File: src/rtl/hazard_stall_ctrl_if.sv
// Signal bundle between the hazard/stall controller and the decoder, ID/EX, MEM and fetch stages.
// The slave side is the controller; the master side is whatever drives the pipeline inputs.
interface hazard_stall_ctrl_if #(
    parameter int OP_W        = 7,
    parameter int RA_W        = 5,
    parameter int STALL_CNT_W = 32
);
    logic [OP_W-1:0]        opCodeDec;
    logic [RA_W-1:0]        dataS1AddrDec;
    logic [RA_W-1:0]        dataS2AddrDec;
    logic [OP_W-1:0]        opCodeToHazard;
    logic [RA_W-1:0]        writeBackAddrEx;
    logic                   writeEnableEx;
    logic                   memAccess;
    logic                   dataCacheReady;
    logic                   branchTaken;
    logic                   locker;
    logic                   pcHold;
    logic                   ifIdHold;
    logic                   idExBubble;
    logic                   ifIdFlush;
    logic [STALL_CNT_W-1:0] stallCount;
    logic                   memTimeout;

    // No handshake: every input is a level sampled each cycle, every output is valid every cycle.
    modport slave (
        input  opCodeDec, dataS1AddrDec, dataS2AddrDec,
        input  opCodeToHazard, writeBackAddrEx, writeEnableEx,
        input  memAccess, dataCacheReady, branchTaken,
        output locker, pcHold, ifIdHold, idExBubble, ifIdFlush,
        output stallCount, memTimeout
    );

    modport master (
        output opCodeDec, dataS1AddrDec, dataS2AddrDec,
        output opCodeToHazard, writeBackAddrEx, writeEnableEx,
        output memAccess, dataCacheReady, branchTaken,
        input  locker, pcHold, ifIdHold, idExBubble, ifIdFlush,
        input  stallCount, memTimeout
    );
endinterface

File: src/rtl/hazard_stall_ctrl.sv
// Hazard/stall controller: load-use bubbles, cache-miss freeze and deferred branch flush,
// producing the ID/EX advance enable (locker) plus fetch-side hold/flush controls.
module hazard_stall_ctrl #(
    parameter int OP_W        = 7,
    parameter int RA_W        = 5,
    parameter int STALL_CNT_W = 32,
    parameter int MEM_TIMEOUT = 64
) (
    input  logic               clk,
    input  logic               reset,
    hazard_stall_ctrl_if.slave bus,
    output logic [1:0]         dbg_state
);

    typedef enum logic [1:0] {
        ST_RUN      = 2'd0,
        ST_MEM_WAIT = 2'd1,
        ST_DRAIN    = 2'd2
    } state_e;

    localparam int WAIT_W = $clog2(MEM_TIMEOUT + 1);

    localparam logic [OP_W-1:0]   OP_LOAD  = OP_W'(7'b0000011);
    localparam logic [OP_W-1:0]   OP_LUI   = OP_W'(7'b0110111);
    localparam logic [OP_W-1:0]   OP_AUIPC = OP_W'(7'b0010111);
    localparam logic [OP_W-1:0]   OP_JAL   = OP_W'(7'b1101111);
    localparam logic [OP_W-1:0]   OP_REG   = OP_W'(7'b0110011);
    localparam logic [OP_W-1:0]   OP_STORE = OP_W'(7'b0100011);
    localparam logic [OP_W-1:0]   OP_BR    = OP_W'(7'b1100011);
    localparam logic [WAIT_W-1:0] WAIT_MAX = WAIT_W'(MEM_TIMEOUT);
    localparam logic [WAIT_W-1:0] WAIT_ONE = WAIT_W'(1);
    localparam logic [STALL_CNT_W-1:0] STALL_ONE = STALL_CNT_W'(1);

    state_e                 state_q, state_d;
    logic                   pending_flush_q, pending_flush_d;
    logic [WAIT_W-1:0]      wait_cnt_q, wait_cnt_d;
    logic [STALL_CNT_W-1:0] stall_cnt_q, stall_cnt_d;
    logic                   mem_timeout_q, mem_timeout_d;

    logic rs1_used, rs2_used, load_use, miss_now, flush_req;
    logic locker_c, pc_hold_c, if_id_hold_c, id_ex_bubble_c, if_id_flush_c;
    logic count_stall;

    always_comb begin
        rs1_used = !((bus.opCodeDec == OP_LUI) || (bus.opCodeDec == OP_AUIPC) ||
                     (bus.opCodeDec == OP_JAL));
        rs2_used = (bus.opCodeDec == OP_REG) || (bus.opCodeDec == OP_STORE) ||
                   (bus.opCodeDec == OP_BR);
        load_use = (bus.opCodeToHazard == OP_LOAD) && bus.writeEnableEx &&
                   (bus.writeBackAddrEx != '0) &&
                   ((rs1_used && (bus.dataS1AddrDec == bus.writeBackAddrEx)) ||
                    (rs2_used && (bus.dataS2AddrDec == bus.writeBackAddrEx)));
        miss_now  = bus.memAccess && !bus.dataCacheReady;
        flush_req = bus.branchTaken || pending_flush_q;
    end

    always_ff @(posedge clk or negedge reset) begin
        if (!reset) begin
            state_q         <= ST_RUN;
            pending_flush_q <= 1'b0;
            wait_cnt_q      <= '0;
            stall_cnt_q     <= '0;
            mem_timeout_q   <= 1'b0;
        end else begin
            state_q         <= state_d;
            pending_flush_q <= pending_flush_d;
            wait_cnt_q      <= wait_cnt_d;
            stall_cnt_q     <= stall_cnt_d;
            mem_timeout_q   <= mem_timeout_d;
        end
    end

    always_comb begin
        state_d         = state_q;
        pending_flush_d = pending_flush_q;
        wait_cnt_d      = wait_cnt_q;
        mem_timeout_d   = mem_timeout_q;
        locker_c        = 1'b1;
        pc_hold_c       = 1'b0;
        if_id_hold_c    = 1'b0;
        id_ex_bubble_c  = 1'b0;
        if_id_flush_c   = 1'b0;
        count_stall     = 1'b0;

        case (state_q)
            ST_RUN, ST_DRAIN: begin
                // DRAIN differs from RUN only in that pending_flush may be set on entry.
                state_d = ST_RUN;
                if (miss_now) begin
                    locker_c        = 1'b0;
                    pc_hold_c       = 1'b1;
                    if_id_hold_c    = 1'b1;
                    count_stall     = 1'b1;
                    pending_flush_d = pending_flush_q | bus.branchTaken;
                    wait_cnt_d      = '0;
                    state_d         = ST_MEM_WAIT;
                end else if (flush_req) begin
                    if_id_flush_c   = 1'b1;
                    id_ex_bubble_c  = 1'b1;
                    pending_flush_d = 1'b0;
                end else if (load_use) begin
                    pc_hold_c      = 1'b1;
                    if_id_hold_c   = 1'b1;
                    id_ex_bubble_c = 1'b1;
                    count_stall    = 1'b1;
                end
            end
            ST_MEM_WAIT: begin
                locker_c        = 1'b0;
                pc_hold_c       = 1'b1;
                if_id_hold_c    = 1'b1;
                count_stall     = 1'b1;
                pending_flush_d = pending_flush_q | bus.branchTaken;
                if (bus.dataCacheReady) begin
                    wait_cnt_d = '0;
                    state_d    = ST_DRAIN;
                end else if (wait_cnt_q < WAIT_MAX) begin
                    wait_cnt_d = wait_cnt_q + WAIT_ONE;
                    if ((wait_cnt_q + WAIT_ONE) == WAIT_MAX) begin
                        mem_timeout_d = 1'b1;
                    end
                end
            end
            default: begin
                state_d = ST_RUN;
            end
        endcase

        stall_cnt_d = stall_cnt_q;
        if (count_stall && (stall_cnt_q != '1)) begin
            stall_cnt_d = stall_cnt_q + STALL_ONE;
        end
    end

    // Outputs are forced to the free-running pattern while reset is asserted.
    always_comb begin
        bus.locker     = reset ? locker_c       : 1'b1;
        bus.pcHold     = reset ? pc_hold_c      : 1'b0;
        bus.ifIdHold   = reset ? if_id_hold_c   : 1'b0;
        bus.idExBubble = reset ? id_ex_bubble_c : 1'b0;
        bus.ifIdFlush  = reset ? if_id_flush_c  : 1'b0;
        bus.stallCount = stall_cnt_q;
        bus.memTimeout = mem_timeout_q;
        dbg_state      = state_q;
    end

endmodule
File: src/flat_wrapper.sv
// flat-port wrapper written by rule: the top's interface ports become plain ports
module hazard_stall_ctrl_flat 
#(
    parameter int OP_W        = 7,
    parameter int RA_W        = 5,
    parameter int STALL_CNT_W = 32,
    parameter int MEM_TIMEOUT = 64
)
  (clk, reset, dbg_state, bus_opCodeDec, bus_dataS1AddrDec, bus_dataS2AddrDec, bus_opCodeToHazard, bus_writeBackAddrEx, bus_writeEnableEx, bus_memAccess, bus_dataCacheReady, bus_branchTaken, bus_locker, bus_pcHold, bus_ifIdHold, bus_idExBubble, bus_ifIdFlush, bus_stallCount, bus_memTimeout);
  hazard_stall_ctrl_if #(.OP_W(OP_W), .RA_W(RA_W), .STALL_CNT_W(STALL_CNT_W)) bus_i ();
  input  logic clk;
  input  logic reset;
  output logic [1:0] dbg_state;
  input wire logic [$bits(bus_i.opCodeDec)-1:0] bus_opCodeDec;
  input wire logic [$bits(bus_i.dataS1AddrDec)-1:0] bus_dataS1AddrDec;
  input wire logic [$bits(bus_i.dataS2AddrDec)-1:0] bus_dataS2AddrDec;
  input wire logic [$bits(bus_i.opCodeToHazard)-1:0] bus_opCodeToHazard;
  input wire logic [$bits(bus_i.writeBackAddrEx)-1:0] bus_writeBackAddrEx;
  input wire logic [$bits(bus_i.writeEnableEx)-1:0] bus_writeEnableEx;
  input wire logic [$bits(bus_i.memAccess)-1:0] bus_memAccess;
  input wire logic [$bits(bus_i.dataCacheReady)-1:0] bus_dataCacheReady;
  input wire logic [$bits(bus_i.branchTaken)-1:0] bus_branchTaken;
  output wire logic [$bits(bus_i.locker)-1:0] bus_locker;
  output wire logic [$bits(bus_i.pcHold)-1:0] bus_pcHold;
  output wire logic [$bits(bus_i.ifIdHold)-1:0] bus_ifIdHold;
  output wire logic [$bits(bus_i.idExBubble)-1:0] bus_idExBubble;
  output wire logic [$bits(bus_i.ifIdFlush)-1:0] bus_ifIdFlush;
  output wire logic [$bits(bus_i.stallCount)-1:0] bus_stallCount;
  output wire logic [$bits(bus_i.memTimeout)-1:0] bus_memTimeout;
  assign bus_i.opCodeDec = bus_opCodeDec;
  assign bus_i.dataS1AddrDec = bus_dataS1AddrDec;
  assign bus_i.dataS2AddrDec = bus_dataS2AddrDec;
  assign bus_i.opCodeToHazard = bus_opCodeToHazard;
  assign bus_i.writeBackAddrEx = bus_writeBackAddrEx;
  assign bus_i.writeEnableEx = bus_writeEnableEx;
  assign bus_i.memAccess = bus_memAccess;
  assign bus_i.dataCacheReady = bus_dataCacheReady;
  assign bus_i.branchTaken = bus_branchTaken;
  assign bus_locker = bus_i.locker;
  assign bus_pcHold = bus_i.pcHold;
  assign bus_ifIdHold = bus_i.ifIdHold;
  assign bus_idExBubble = bus_i.idExBubble;
  assign bus_ifIdFlush = bus_i.ifIdFlush;
  assign bus_stallCount = bus_i.stallCount;
  assign bus_memTimeout = bus_i.memTimeout;
  hazard_stall_ctrl #(.OP_W(OP_W), .RA_W(RA_W), .STALL_CNT_W(STALL_CNT_W), .MEM_TIMEOUT(MEM_TIMEOUT)) u_core (.clk(clk), .reset(reset), .bus(bus_i), .dbg_state(dbg_state));
endmodule
File: config.mk
export PLATFORM = sky130hd
export DESIGN_NAME = hazard_stall_ctrl_flat
export DESIGN_NICKNAME = d
export VERILOG_FILES = /design/src/rtl/hazard_stall_ctrl_if.sv /design/src/rtl/hazard_stall_ctrl.sv /design/src/flat_wrapper.sv
export SDC_FILE = /design/constraint.sdc
export NUM_CORES = 1
export LEC_CHECK = 0
export ABC_AREA = 1
export BUFFER_PORTS_ARGS = -buffer_cell sky130_fd_sc_hd__buf_2
export CAP_MARGIN = 10
export CORE_MARGIN = 1.5
export CORE_UTILIZATION = 58
export CTS_CLUSTER_SIZE = 12
export DETAILED_ROUTE_END_ITERATION = 6
export PLACE_DENSITY = 0.95
export SETUP_SLACK_MARGIN = 0.15
export SYNTH_ARGS = -nofsm -noshare
export SYNTH_HDL_FRONTEND = slang
export SYNTH_SLANG_ARGS = --single-unit
File: constraint.sdc
create_clock -name clk -period 4.6 [get_ports clk]
set_input_delay 0.92 -clock clk [delete_from_list [all_inputs] [get_ports clk]]
set_output_delay 0.92 -clock clk [all_outputs]
set_load 0.01 [all_outputs]
; ---- After elaboration in Yosys (flattened, before gate mapping)
; Index checks and enable logic that the tools add are counted.
[totals]
register_bits = 43
elab_cells = 75
[op_classes]
add_sub_neg = 2
magnitude_cmp = 1
eq_ne = 17
muxes = 26
n_bitwise = 2
n_reduce_logical = 22
[ops]
columns = cell, count
row1 = $add A32 B1 Y32 const B, 1
row2 = $ne A32 B32 Y1 const B, 1
row3 = $eq A7 B6 Y1 const B, 3
row4 = $eq A7 B7 Y1 const B, 3
row5 = $mux W7, 3
row6 = $mux W1, 17
row7 = $pmux W7 S2, 1
row8 = $eq A5 B5 Y1, 2
row9 = $add A7 B1 Y7 const B, 1
row10 = $eq A7 B2 Y1 const B, 1
row11 = $eq A7 B5 Y1 const B, 1
row12 = $logic_and A1 B1 Y1, 7
row13 = $lt A7 B7 Y1 const B, 1
row14 = $logic_or A1 B1 Y1, 6
row15 = $pmux W1 S2, 3
row16 = $reduce_bool A5 Y1, 1
row17 = $pmux W2 S2, 1
row18 = $reduce_and A4 Y1, 1
row19 = $ne A3 B1 Y1 const B, 1
row20 = $ne A3 B2 Y1 const B, 1
row21 = $reduce_and A3 Y1, 1
row22 = $eq A2 B1 Y1 const B, 1
row23 = $eq A2 B2 Y1 const B, 1
row24 = $logic_not A1 Y1, 2
row25 = 9 further kinds, 9

; ---- Longest topological paths before layout
; Gate-level depths: netlist (run 1).
[depth]
depth_word = 12
mapped_depth = 15
mapped_depth_nobuf = 13

; ---- Least setup slack after synthesis (run 1)
; No wires, ideal clock.
[synth_path]
path_type = input-to-output
startpoint = in bus_opCodeToHazard[3]
endpoint = out bus_pcHold
arrival_time_ns = 2.003
required_ns = 3.680
setup_slack_ns = 1.677
path_stages = 6
n_path_buf = 1
cell_sequence = nor3_1 -> nand4_1 -> nor2_1 -> nand3_2 -> a21boi_0 -> buf_4
[synth_via]
elab_chain_cells = 9
[synth_lines]
columns = element, line
row1 = start: declaration, flat_wrapper.sv:17  ; input wire logic [$bits(bus_i.opCodeToHazard)-1:0] bus_opCodeToHazard;
row2 = $eq A7 B2 Y1, hazard_stall_ctrl.sv:49  ; load_use = (bus.opCodeToHazard == OP_LOAD) && bus.writeEnableEx &&
row3 = $logic_and A1 B1 Y1 (2 in series), hazard_stall_ctrl.sv:49
row4 = $logic_and A1 B1 Y1, hazard_stall_ctrl.sv:50  ; (bus.writeBackAddrEx != '0) &&
row5 = $mux W1 (3 in series), -
row6 = $pmux W1 S2, -
row7 = $mux W1, -
row8 = end: declaration, flat_wrapper.sv:24  ; output wire logic [$bits(bus_i.pcHold)-1:0] bus_pcHold;
; Every way passes these cells.

; ---- Final worst setup path (run 1)
[layout_path]
startpoint = in bus_opCodeDec[3]
endpoint = out bus_pcHold
[layout_via]
elab_chain_cells = 12
[layout_lines]
columns = element, line
row1 = start: declaration, flat_wrapper.sv:14  ; input wire logic [$bits(bus_i.opCodeDec)-1:0] bus_opCodeDec;
row2 = $eq A7 B6 Y1 or $eq A7 B5 Y1 (tied branches), hazard_stall_ctrl.sv:45  ; rs1_used = !((bus.opCodeDec == OP_LUI) || (bus.opCodeDec == OP_AUIPC) ||
row3 = $logic_or A1 B1 Y1 (2 in series), hazard_stall_ctrl.sv:45
row4 = $logic_not A1 Y1, hazard_stall_ctrl.sv:45
row5 = $logic_and A1 B1 Y1, hazard_stall_ctrl.sv:51  ; ((rs1_used && (bus.dataS1AddrDec == bus.writeBackAddrEx)) ||
row6 = $logic_or A1 B1 Y1 (*), hazard_stall_ctrl.sv:51
row7 = $logic_and A1 B1 Y1 (*), hazard_stall_ctrl.sv:50
row8 = $mux W1 (*), hazard_stall_ctrl.sv:101  ; end else if (load_use) begin
row9 = $mux W1 (*), hazard_stall_ctrl.sv:97  ; end else if (flush_req) begin
row10 = $mux W1 (*), hazard_stall_ctrl.sv:89  ; if (miss_now) begin
row11 = $pmux W1 S2 (*), hazard_stall_ctrl.sv:85  ; case (state_q)
row12 = $mux W1 (*), hazard_stall_ctrl.sv:138  ; bus.pcHold = reset ? pc_hold_c : 1'b0;
; Mark *: on every way between the ends. The rest lies on a longest branch, timed or not.

==> run_results.csv, run 1 <==
group,metric,value,unit
timing,tns,0,ns
timing,worst_pin_slew,0.599,ns
power,intPower,655,uW
clock_network,ctsHoldBuffers,0,
routing,dr_total_vias,3015,
floorplanning,rows,25,
timing,fin_worst_skew,0.00619,ns
synth,syn_nets,458,
global_route,grt_max_degree,42,
floorplanning,die_x,74.3,um
power,seqPwrFrac,0.470,
critical_path,reg2reg_slack,2.11,ns
routing,vias_per_cell,5.37,
clock_network,cts_buffers,5,
global_route,grt_usage,0.280,
power,p_per_area,273,nW/um^2
placed_design,post-dp-hpwl,5.49,mm
timing,setup_viol,0,
routing,routed_wl,7.52,mm
power,power_leakage,1.77,nW
final_layout,syn_to_final_growth,16.9,%
critical_path,endpoint,"bus_pcHold",
timing,slew_headroom,0.599,
routing,drtIter0Drc,221,
critical_path,required,3.68,ns
critical_path,path_max_fanout,2,
critical_path,regToRegEndpoint,"u_core.bus.stallCount[8]",
critical_path,cp_slowest_cell,"a21boi_0",
critical_path,critPathBufInv,3,
power,p_clk_frac,0.327,
critical_path,crit_type,"in2out",
power,p_switching,285,uW
clock_network,cts.sinks,43,
min_path,hold_path.class,"in2async",
clock_network,path_clk_slew,0.08,ns
final_layout,n_antenna_cell,0,
timing,slew_violations,0,
floorplanning,core-area,4820,um^2
status,status,"complete, no violations",
final_layout,multi_input_area,1640,um^2
timing,grt_setup_unrepaired,"no",
critical_path,path_cells,"buf_2 > inv_1 > nand3_1 > nor3_1 > nand2_1 > nand2_1 > nand3_2 > a21boi_0 > buf_2",
routing,avgRoutedWirePerCell,13.4,um
clock_network,cts.htree.levels,2,
critical_path,end_kind,"output pin",
timing,hold_violations,0,
power,p_comb_frac,0.203,
synth,avgSynthCellArea,7.00,um^2
routing,dr.pass1.iters,6,
floorplanning,ios,75,
timing,layout_worst_path_cycle_share,0.675,
power,swShare,0.303,
final_layout,seq_area,1080,um^2
clock_network,ctsResizeCount,0,
placed_design,port_buffers,74,
timing,whs,0.429,ns
global_route,grt_antenna_before_repair,0,
clock_network,insertion_delay,0.30,ns
timing,fmax,322,MHz
clock_network,clockRootBuffer,"clkbuf_8",
synth,netlist_area,2950,um^2
critical_path,crit_arrival,2.18,ns
placed_design,globalplace.congestion,0.960,
clock_network,post_cts_buffers,0,
critical_path,slowest_delay,0.28,ns
synth,ys_seq_elements,43,
routing,drcViolationCount,0,
floorplanning,start_util,0.612,
final_layout,drive_above_1_share,0.209,
placed_design,pre_cts_slack,1.51,ns
critical_path,r2r_start,"u_core.bus.stallCount[0]",
critical_path,ff2ff_path_depth,9,
floorplanning,dieArea,5520,um^2
critical_path,path_delay_family,"simple AND/OR/NAND/NOR gates",
floorplanning,die_h,74.3,um
clock_network,cts_tree,"yes",
flow_run,maxCapViolations,0,
timing,min_period,3.10,ns
global_route,grt_pass1_vias,2727,
synth,synth-warning-count,0,
routing,antenna_left,0,
critical_path,crit_cells,9,
synth,syn_inst,421,
clock_network,clock_path_buffers,2,
critical_path,setup.worst_path.start,"bus_opCodeDec[3]",
global_route,grt-ovfl-total,0,
synth,yosysUniqueCellTypes,29,
final_layout,fin_nets,530,
global_route,grt_pass1_wl,11.8,mm
critical_path,critPathLaunchType,"input port",
synth,yosysSeqAreaShare,0.365,
power,ir_drop,0.233,mV
timing,finalWorstSetupSlack,1.50,ns
final_layout,fillers,386,
[placed cells by master (no fill, tap or decap), drive strengths merged]
master / n
nand2: 153
buf: 75
nand3: 46
dfrtp: 43
nor2: 43
inv: 41
xor2: 24
nor3: 22
xnor2: 15
o21ai: 8
clkbuf: 6
nand4: 4
a21oi: 4
ha: 2
nor3b: 1
a21boi: 1
o22ai: 1
nor4: 1
o21bai: 1
a22o: 1
clkinv: 1
bufinv: 1
[state kept, by name, summed over array words and instances, names as in the netlist]
| name | flops |
|---|---|
| u_core.dbg_state | 2 |
| u_core.pending_flush_q | 1 |
| u_core.bus.memTimeout | 1 |
| u_core.wait_cnt_q | 7 |
| u_core.bus.stallCount | 32 |
[per-layer routing]
metal | track usage | vias to the layer above | share of wire
met1 | 0.336 | 1392 | 0.42
met3 | 0.0583 | 15 | 0.079
met2 | 0.504 | 141 | 0.49
met5 | 0 | - | 0
li1 | - | 1467 | -
met4 | 0.0848 | 0 | 0.016
[cells by family (layout without fill, tap and decap cells)]
logic type,after synthesis,in the layout,synth area share
xor gates and xnor gates,39,39,0.116
DFF,43,43,0.365
AOI/OAI and AO/OA,16,16,0.0306
and+or+nand+nor,270,270,0.400
buffers and inverters,51,124,0.0794
adders and majority gates,2,2,0.00849
[synth_stat cells]
| master | count | share of area |
|---|---|---|
| nand2_1 | 148 | 0.19 |
| dfrtp_1 | 43 | 0.37 |
| nand3_1 | 43 | 0.073 |
| nor2_1 | 40 | 0.051 |
| inv_1 | 37 | 0.047 |
| xor2_1 | 24 | 0.071 |
| nor3_1 | 17 | 0.029 |
| xnor2_1 | 15 | 0.045 |
| o21ai_0 | 8 | 0.014 |
| nor3_2 | 5 | 0.017 |
| a21oi_1 | 4 | 0.0068 |
| buf_2 | 4 | 0.0068 |
| inv_2 | 4 | 0.0051 |
| nand2_2 | 4 | 0.0085 |
| nand4_1 | 4 | 0.0085 |
| buf_6 | 3 | 0.011 |
| nand3_2 | 3 | 0.010 |
| nor2_2 | 3 | 0.0064 |
| ha_1 | 2 | 0.0085 |
| a21boi_0 | 1 | 0.0025 |
| a22o_1 | 1 | 0.0030 |
| buf_4 | 1 | 0.0025 |
| buf_8 | 1 | 0.0051 |
| clkbuf_1 | 1 | 0.0013 |
| nand2_4 | 1 | 0.0038 |
| nor3b_1 | 1 | 0.0025 |
| nor4_1 | 1 | 0.0021 |
| o21bai_1 | 1 | 0.0025 |
| o22ai_1 | 1 | 0.0021 |
[area by class of cell]
type | instances | share of cell area
multi-input cells | 327 | 0.475
inverters | 41 | 0.0447
clock inverters | 2 | 0.0102
clock buffers | 6 | 0.0240
well taps | 67 | 0.0243
flip-flops and latches | 43 | 0.312
repair buffers | 75 | 0.110
[power by group through the flow]
stage	clock (mW)	combinational [mW]	sequential, mW
detailed placement	0	0.192	0.449
global route	0.323	0.215	0.447
CTS	0.310	0.193	0.442
floorplan	0	0.118	0.453
global placement	0	0.183	0.446
finish	0.307	0.191	0.442
[worst register-to-register path, cell delays in order (launching register included)]
cell     delay [ns]
dfrtp_1        0.42
ha_1           0.27
nand3_2        0.17
inv_2          0.12
nand3_2        0.11
nor3_2         0.15
nand2_2        0.38
nand2_2        0.59
nand2_1        0.11
nand2_1        0.10
[how the worst min path moves through the flow]
stage	endpoint	slack, ns	cells past startpoint
2_1_floorplan	u_core.pending_flush_q	0.48	2
3_3_place_gp	u_core.bus.memTimeout	0.45	1
3_5_place_dp	u_core.bus.memTimeout	0.46	1
4_1_cts	u_core.dbg_state[1]	0.43	1
5_1_grt	u_core.dbg_state[0]	0.42	1
6_report	u_core.dbg_state[1]	0.43	1
[per-stage QoR]
step                std cells  area [um^2]  power (mW)  utilization
finish                    561         3450       0.940        0.715
global route              561         3450       0.986        0.715
CTS                       561         3450       0.945        0.715
detailed placement        553         3330       0.640        0.691
global placement          553         3330       0.629        0.691
floorplan                 421         2950       0.572            -
No activity file was read; power rests on OpenSTA's default activity.
==> inputs of run 2 (changes only) <==
- ABC_AREA: 1 -> 0
- CORE_UTILIZATION: 58 -> 50
- PLACE_DENSITY: 0.95 -> 0.89
- clock period: 4.6 -> 3 ns (I/O delays scaled with it)
==> run 2 against run 1 <==
Utilization is 7.7 points lower. Highest routed layer unchanged. Total power grew 41%. Critical path type unchanged. Non-clock buffer count is 3 higher.
==> run_results.csv, run 2 <==
group,metric,value,unit
clock_network,cts.sinks,43,
floorplanning,dieArea,5000,um^2
synth,ys_seq_elements,43,
power,p_comb_frac,0.201,
routing,dr_total_vias,1919,
timing,grt_setup_unrepaired,"no",
clock_network,cts_tree,"yes",
synth,synth_top_area_frac,0.469,
floorplanning,rows,24,
clock_network,insertion_delay,0.29,ns
timing,tns,0,ns
global_route,grt_max_degree,33,
power,p_clk_frac,0.269,
critical_path,crit_type,"in2out",
clock_network,cts.htree.levels,2,
power,power_leakage,1.45,nW
global_route,grt_pass1_wl,8.07,mm
synth,synth_top_cell_by_area,"dfrtp_1",
timing,worst_pin_slew,0.457,ns
final_layout,fin_cells,353,
placed_design,post-dp-hpwl,3.69,mm
power,p_per_area,473,nW/um^2
floorplanning,core-area,4380,um^2
placed_design,dp_cells,344,
final_layout,final_common_cell,"buf_2",
placed_design,place_area,2700,um^2
routing,avgRoutedWirePerCell,14.0,um
status,status,"complete, no violations",
global_route,grt_pass1_vias,1851,
critical_path,critPathLaunchType,"input port",
synth,synthAdderAreaFrac,0.0109,
synth,synth_xor_area_frac,0.164,
clock_network,path_clk_slew,0.08,ns
timing,layout_worst_path_cycle_share,0.917,
min_path,hold_path.class,"in2async",
synth,synth_compound_area_frac,0.0627,
power,p_switching,403,uW
final_layout,n_antenna_cell,0,
global_route,grt-ovfl-total,0,
synth,yosysMostFrequentCell,"dfrtp_1",
timing,fmax,363,MHz
timing,fin_worst_skew,0.00512,ns
routing,dr.pass1.iters,4,
clock_network,clock_path_buffers,2,
floorplanning,die_h,70.7,um
synth,avgSynthCellArea,10.3,um^2
critical_path,path_max_fanout,3,
final_layout,final_cell_mix,"74 x buf_2, 43 x dfrtp_1, 22 x xnor2_1, 21 x xor2_1, 18 x nand2_1",
placed_design,globalplace.congestion,0.804,
final_layout,post-route-cell-area,2800,um^2
synth,yosys.area_share.simple,0.251,
timing,hold_violations,0,
final_layout,drive_above_1_share,0.296,
synth,yosysSeqAreaShare,0.469,
critical_path,r2r_start,"u_core.bus.stallCount[0]",
global_route,grt_antenna_before_repair,0,
routing,drtIter0Drc,63,
synth,synth_edf_count,0,
final_layout,largest_register_ffs,32,
critical_path,end_kind,"output pin",
placed_design,pre_cts_slack,0.152,ns
synth,synth.area.mux_share,0.00927,
critical_path,regToRegEndpoint,"u_core.bus.stallCount[15]",
floorplanning,die_x,70.7,um
routing,routed_wl,4.94,mm
clock_network,cts_buffers,5,
power,seqPwrFrac,0.530,
synth,async_flop_share,1.00,
synth,synth-warning-count,0,
critical_path,required,2.40,ns
synth,ys_dominant_reg_cell,"dfrtp_1",
floorplanning,ios,75,
synth,synth_top_family_by_area,"simple AND/OR/NAND/NOR gates",
timing,slew_headroom,0.694,
timing,setup_viol,0,
placed_design,port_buffers,74,
routing,antenna_left,0,
global_route,grt_usage,0.204,
final_layout,fin_nets,337,
power,swShare,0.305,
clock_network,clockRootBuffer,"clkbuf_8",
timing,slew_violations,0,
timing,min_period,2.75,ns
synth,syn_inst,222,
final_layout,syn_to_final_growth,21.9,%
synth,yosysUniqueCellTypes,42,
critical_path,reg2reg_slack,0.81,ns
synth,syn_nets,259,
power,ir_drop,0.531,mV
routing,vias_per_cell,5.44,
floorplanning,start_util,0.523,
final_layout,finish.utilization,0.638,
timing,whs,0.191,ns
timing,finalWorstSetupSlack,0.248,ns
final_layout,fillers,360,
flow_run,maxCapViolations,0,
synth,synth_area_leaders,"dfrtp_1 47%, xnor2_1 8.4%, xor2_1 8.0%, nand4_1 3.5%, and3_1 3.0%",
routing,drcViolationCount,0,
synth,netlist_area,2290,um^2
critical_path,ff2ff_path_depth,8,
power,power,1.32,mW
power,intPower,920,uW
synth,synth_common_cells,"43 x dfrtp_1, 22 x xnor2_1, 21 x xor2_1",
critical_path,crit_arrival,2.15,ns
[run 2: per-layer routing]
metal | up-vias | routed length (um) | GRT usage
met5 | - | 0 | 0
met4 | 0 | 58 | 0.0713
met3 | 5 | 369 | 0.0627
met2 | 61 | 2390 | 0.352
met1 | 912 | 2120 | 0.240
li1 | 941 | - | -
[run 2: worst max path at each step]
stage	startpoint	to	slack [ns]
floorplan	bus_opCodeDec[3]	bus_pcHold	0.31
global placement	bus_opCodeDec[3]	bus_ifIdHold	0.22
detailed placement	bus_opCodeDec[3]	bus_ifIdHold	0.15
CTS	bus_opCodeDec[3]	bus_ifIdHold	0.22
global route	bus_opCodeDec[3]	bus_ifIdHold	0.15
finish	bus_opCodeDec[3]	bus_ifIdHold	0.25
[run 2: logic make-up after synthesis]
family | count (synthesis)
xor+xnor | 43
simple gates | 100
fa+ha+maj | 2
flops | 43
mux | 2
buf+inv | 11
compound gates | 21
[run 2: power groups by stage]
stage	logic, mW	clock network (mW)	registers, mW
after floorplan	0.130	0	0.718
after global placement	0.250	0	0.705
after detailed placement	0.256	0	0.709
after CTS	0.268	0.365	0.702
after global routing	0.293	0.387	0.710
final	0.265	0.356	0.701
[run 2: area by class of cell]
class	count	area (um^2)	share of cell area
clock buffers	6	72.6	0.0260
clock inverters	2	12.5	0.00447
inverters	4	15.0	0.00537
multi-input cells	168	1140	0.409
flip-flops and latches	43	1080	0.385
well taps	52	65.1	0.0233
repair buffers	78	413	0.148
[run 2: what timing repair did]
| item | CTS | global route |
|---|---|---|
| setup endpoints to repair | 2 | 0 |
| hold buffers | 0 | 0 |
| resized for setup | 0 | 0 |
| setup buffers | 1 | 0 |
| endpoints found under the hold margin | 0 | 0 |
[run 2: critical path: stages]
cell	delay, ns
buf_2	0.11
or3b_1	0.38
nor4_2	0.16
nand4_1	0.18
a211oi_2	0.33
nor2_1	0.09
nor2b_1	0.14
buf_2	0.15
